--- src/rtl/div_result_buffer_pkg.sv ---
// Types and constants shared between the divider and its result buffer.
package div_result_buffer_pkg;

    // Default operand width of the divider datapath.
    localparam int DATA_W_DEFAULT = 32;

    // The divider drives an all-ones remainder (and quotient) on divide-by-zero.
    localparam logic [DATA_W_DEFAULT-1:0] DZ_PATTERN = {DATA_W_DEFAULT{1'b1}};

    // One buffered divider result at the default width.
    typedef struct packed {
        logic                      dz;
        logic [DATA_W_DEFAULT-1:0] quotient;
        logic [DATA_W_DEFAULT-1:0] remainder;
    } div_entry_t;

    // Divide-by-zero detection at the default width.
    function automatic logic is_dz(input logic [DATA_W_DEFAULT-1:0] remainder);
        return remainder == DZ_PATTERN;
    endfunction

endpackage

--- src/rtl/div_result_mem.sv ---
// Result storage: register array, synchronous write, asynchronous read so the
// head entry can fall through to the outputs without a read cycle.
module div_result_mem #(
    parameter int DEPTH  = 4,
    parameter int WIDTH  = 65,
    parameter int ADDR_W = $clog2(DEPTH)
) (
    input  logic              clk,
    input  logic              we_i,
    input  logic [ADDR_W-1:0] waddr_i,
    input  logic [WIDTH-1:0]  wdata_i,
    input  logic [ADDR_W-1:0] raddr_i,
    output logic [WIDTH-1:0]  rdata_o
);

    logic [WIDTH-1:0] mem_q [DEPTH];

    // Write the incoming entry into its slot; contents need no reset because
    // validity is tracked entirely by the count register.
    always_ff @(posedge clk) begin
        if (we_i) begin
            mem_q[waddr_i] <= wdata_i;
        end
    end

    assign rdata_o = mem_q[raddr_i];

endmodule

--- src/rtl/div_result_buffer.sv ---
// Captures every divider result (which cannot be stalled) into a small circular
// FIFO and re-presents it as a first-word-fall-through ready/valid stream.
module div_result_buffer
    import div_result_buffer_pkg::*;
#(
    parameter int DEPTH     = 4,
    parameter int DATA_W    = DATA_W_DEFAULT,
    parameter int AF_MARGIN = 1
) (
    input  logic                     clk,
    input  logic                     reset,
    input  logic                     i_valid,
    input  logic [DATA_W-1:0]        i_quotient,
    input  logic [DATA_W-1:0]        i_remainder,
    input  logic                     o_ready,
    output logic                     o_valid,
    output logic [DATA_W-1:0]        o_quotient,
    output logic [DATA_W-1:0]        o_remainder,
    output logic                     o_div_by_zero,
    output logic [$clog2(DEPTH):0]   o_count,
    output logic                     o_almost_full,
    output logic                     o_overflow,
    input  logic                     clr_overflow
);

    localparam int AW = $clog2(DEPTH);
    localparam int CW = AW + 1;
    localparam int EW = 2 * DATA_W + 1;
    localparam logic [CW-1:0] FULL_CNT = CW'(DEPTH);
    localparam logic [CW-1:0] AF_CNT   = CW'(DEPTH - AF_MARGIN);

    logic [AW-1:0] wr_ptr_q, wr_ptr_d;
    logic [AW-1:0] rd_ptr_q, rd_ptr_d;
    logic [CW-1:0] count_q, count_d;
    logic          overflow_q, overflow_d;

    logic          full;
    logic          push;
    logic          pop;
    logic          in_dz;
    logic [EW-1:0] wr_entry;
    logic [EW-1:0] rd_entry;

    // A remainder of all ones is only produced by the divide-by-zero convention,
    // since any legal remainder is strictly below the divisor.
    assign in_dz    = (i_remainder == {DATA_W{1'b1}});
    assign wr_entry = {in_dz, i_quotient, i_remainder};

    assign full = (count_q == FULL_CNT);
    assign pop  = o_valid && o_ready;
    // When full, a same-cycle pop frees the slot the push needs.
    assign push = i_valid && (!full || pop);

    div_result_mem #(
        .DEPTH (DEPTH),
        .WIDTH (EW),
        .ADDR_W(AW)
    ) u_mem (
        .clk    (clk),
        .we_i   (push),
        .waddr_i(wr_ptr_q),
        .wdata_i(wr_entry),
        .raddr_i(rd_ptr_q),
        .rdata_o(rd_entry)
    );

    // Next-state for pointers, occupancy and the sticky overflow flag.
    always_comb begin
        wr_ptr_d   = wr_ptr_q;
        rd_ptr_d   = rd_ptr_q;
        count_d    = count_q;
        overflow_d = overflow_q;

        if (push) begin
            wr_ptr_d = wr_ptr_q + AW'(1);
        end
        if (pop) begin
            rd_ptr_d = rd_ptr_q + AW'(1);
        end

        case ({push, pop})
            2'b10:   count_d = count_q + CW'(1);
            2'b01:   count_d = count_q - CW'(1);
            default: count_d = count_q;
        endcase

        // A dropped result outranks a clear arriving in the same cycle.
        if (i_valid && !push) begin
            overflow_d = 1'b1;
        end else if (clr_overflow) begin
            overflow_d = 1'b0;
        end
    end

    // State registers; reset discards all stored entries by emptying the count.
    always_ff @(posedge clk or posedge reset) begin
        if (reset) begin
            wr_ptr_q   <= '0;
            rd_ptr_q   <= '0;
            count_q    <= '0;
            overflow_q <= 1'b0;
        end else begin
            wr_ptr_q   <= wr_ptr_d;
            rd_ptr_q   <= rd_ptr_d;
            count_q    <= count_d;
            overflow_q <= overflow_d;
        end
    end

    // Head presentation; data is zeroed whenever nothing is valid.
    always_comb begin
        o_valid       = (count_q != '0);
        o_div_by_zero = 1'b0;
        o_quotient    = '0;
        o_remainder   = '0;
        if (o_valid) begin
            o_div_by_zero = rd_entry[EW-1];
            o_quotient    = rd_entry[EW-2:DATA_W];
            o_remainder   = rd_entry[DATA_W-1:0];
        end
    end

    assign o_count       = count_q;
    assign o_almost_full = (count_q >= AF_CNT);
    assign o_overflow    = overflow_q;

endmodule

--- config.mk ---
export PLATFORM = sky130hd
export DESIGN_NAME = div_result_buffer
export DESIGN_NICKNAME = d
export VERILOG_FILES = /design/src/rtl/div_result_buffer_pkg.sv /design/src/rtl/div_result_mem.sv /design/src/rtl/div_result_buffer.sv
export SDC_FILE = /design/constraint.sdc
export NUM_CORES = 1
export LEC_CHECK = 0
export BUFFER_PORTS_ARGS = -buffer_cell sky130_fd_sc_hd__buf_2
export CELL_PAD_IN_SITES_DETAIL_PLACEMENT = 1
export CELL_PAD_IN_SITES_GLOBAL_PLACEMENT = 1
export CORE_MARGIN = 2
export CORE_UTILIZATION = 50
export DETAILED_ROUTE_END_ITERATION = 8
export PLACE_DENSITY_LB_ADDON = 0.12
export SKIP_CTS_REPAIR_TIMING = 1
export SLEW_MARGIN = 20
export SYNTH_ARGS = -nofsm -noshare
export SYNTH_HDL_FRONTEND = slang
export SYNTH_SLANG_ARGS = --single-unit
export TNS_END_PERCENT = 10
--- constraint.sdc ---
create_clock -name clk -period 4.2 [get_ports clk]
set_clock_uncertainty 0.05 [all_clocks]
set_input_delay 0.42 -clock clk [delete_from_list [all_inputs] [get_ports clk]]
set_output_delay 0.42 -clock clk [all_outputs]
set_load 0.05 [all_outputs]
==> results.toml <==
[run_status]
outcome = "complete, no violations"

[yosys]
muxShareOfSynthArea_pct = 14.07
synth_top_family_by_area = "multiplexers"
yosys_most_used_dff = "edfxtp_1"
async_reset_ff_share_pct = 2.985
synth_xor_area_share_pct = 0.4176
seq_area_frac_synth_pct = 76.35
synthSimpleGateAreaFrac_pct = 5.631
synth-compound-area-share_pct = 0.7277
synth_nets = 559
avgSynthCellArea_um2 = 21.62
synth_cells = 485
synth_cell_types = 37
synth_edf_count = 260
ys_ff_latch = 268
synth_fa_ha_area_share_pct = 0.6681
synthesis.area_um2 = 10490
yosysWarnings = 0

[critical_path]
start_kind = "flip-flop"
r2r_cells = 7
crit_path_end_kind = "primary output"
cp_max_fo = 34
path_class = "flip-flop to primary output"
cp.required_ps = 3730
arrival_ps = 2790
regToRegSetupSlack_ps = 1440
r2r_end = "o_count[2]$_DFFE_PP0P_"
reg2reg_from = "o_count[2]$_DFFE_PP0P_"

[floorplanning]
io_pins = 140
die_w_um = 148.8
initial_core_util_pct = 51.34
core_um2 = 20430
die_h_um = 148.8
die_area_um2 = 22150
rows = 52

[global_routing]
grt_pass1_vias = 5774
grt_max_degree = 69
antenna_found_initial = 1
grt_use_total_pct = 19.53
grt_pass1_wl_um = 32530
grt.overflow.total = 0

[placement]
place_congestion = 0.7065
dp_hpwl_um = 11780
dp.cells = 869
io_buffers = 139

[drt]
num_vias = 5089
drc = 0
routed_via_density = 5.520
drt_pre_antenna_iters = 5
ant_nets = 0
wl_per_cell_um = 23.00
routed_wirelength_um = 21200
drtIter0Drc = 234

[clocking]
clock_latency_ps = 520
clk_pin_slew_ps = 60
cts_tree = "done"
htree_levels = 1
cts.sinks = 268
cts_root_buf = "clkbuf_16"
cts_made_buffers = 28
clk_path_buf_depth = 3

[finish]
layout-drive-gt1-share_pct = 39.38
areaGrowthSynthToFinish_pct = 17.35
post-route-util_pct = 60.24
final_cells = 922
finish.net_count = 704
fillers = 1769

[worst_hold_path]
min_to = "o_overflow$_DFFE_PP0P_"
worstHoldStart = "clr_overflow"
holdPathStages = 2
hp-class = "input port to flip-flop"

[timing]
worst_pin_slew_ps = 1031
slew_viol_final = 0
grt_setup_unrepaired = "no"
hold_viol_final = 0
min_period_ps = 3263
fin_setup_tns_ps = 0
fmax_mhz = 306.5
finalSetupViolations = 0
relSlewSlack_pct = 31.27
timing.final.crit_share_pct = 77.69

[flow_run]
maxCapViolations = 0
[Yosys cell counts, types with 2 or more instances]
master / n / share of area (%)
nand2_1: 4 / 0.14
xnor2_1: 4 / 0.33
o211ai_1: 2 / 0.14
nand4_1: 8 / 0.48
clkbuf_2: 2 / 0.095
dfrtp_1: 8 / 1.9
mux4_2: 65 / 14
ha_1: 4 / 0.48
or4_1: 2 / 0.14
o21ai_0: 2 / 0.095
buf_2: 8 / 0.38
inv_1: 7 / 0.25
buf_4: 3 / 0.21
clkbuf_1: 9 / 0.32
and2_1: 69 / 4.1
nor2_1: 4 / 0.14
buf_12: 4 / 0.76
edfxtp_1: 260 / 74
or2_2: 2 / 0.12
[layout by cell type, fill, tap and decap left out, types with 4 or more instances in the layout]
cell type  instances
edfxtp_1         260
buf_2            139
mux4_2            65
and2_1            65
clkbuf_16         29
nand4_1            8
inv_1              7
clkinv_1           6
dfrtp_1            6
clkinv_2           5
xnor2_1            4
nor2_1             4
nand2_1            4
and2_4             4
ha_1               4
bufinv_16          4
clkbuf_1           4
[state kept, by name, summed over array words and instances (netlist names)]
signal / flops
u_mem.mem_q: 260
o_count: 3
rd_ptr_q: 2
wr_ptr_q: 2
o_overflow: 1
[worst max-delay path by stage]
stage	startpoint	to	cells after the start
final	rd_ptr_q[0]$_DFFE_PP0P_	o_quotient[8]	4
after global routing	rd_ptr_q[0]$_DFFE_PP0P_	o_quotient[8]	4
after CTS	rd_ptr_q[0]$_DFFE_PP0P_	o_quotient[8]	4
after detailed placement	o_count[0]$_DFFE_PP0P_	o_count[2]$_DFFE_PP0P_	7
after global placement	rd_ptr_q[0]$_DFFE_PP0P_	o_quotient[18]	4
after floorplan	o_count[2]$_DFFE_PP0P_	u_mem.mem_q[0][0]$_DFFE_PP_	4
[stage by stage]
step                cell area, µm²  setup slack, ps  hold slack, ps
floorplan                    10490            929.4           185.7
global placement             11370             1489           344.8
detailed placement           11370             1405           360.8
CTS                          12290            848.3          -202.8
global route                 12300            743.0           38.81
finish                       12310            937.2           34.66
[layer usage]
| metal | share of wire (%) | vias to the layer above | GRT usage (%) |
|---|---|---|---|
| met5 | 0 | - | 0 |
| met3 | 5.5 | 27 | 3.364 |
| met2 | 52 | 152 | 35.30 |
| met4 | 1.5 | 0 | 4.857 |
| met1 | 41 | 2657 | 24.75 |
| li1 | - | 2253 | - |
[area by class of cell]
type | count | area (µm²) | area share [%]
Sequential cell | 268 | 8015 | 65.13
Multi-Input combinational cell | 183 | 2266 | 18.41
Clock buffer | 33 | 740.7 | 6.019
Timing Repair Buffer | 142 | 733.2 | 5.958
Tap cell | 270 | 337.8 | 2.745
Clock inverter | 17 | 182.7 | 1.484
Inverter | 7 | 26.28 | 0.2135
Antenna cell | 2 | 5.005 | 0.04067
[worst max-delay path, stage by stage (launching register included)]
cell	delay, ps
dfrtp_4	870
buf_4	390
mux4_2	560
and2_1	190
buf_2	210
[logic make-up after synthesis]
group | Yosys count
flops | 268
simple gates | 96
mux | 66
buf+inv | 34
compound gates | 11
xor+xnor | 5
fa+ha+maj | 5
Power is not shown: default switching activity piles up to over one toggle a cycle in this logic, so the estimate is an artifact.
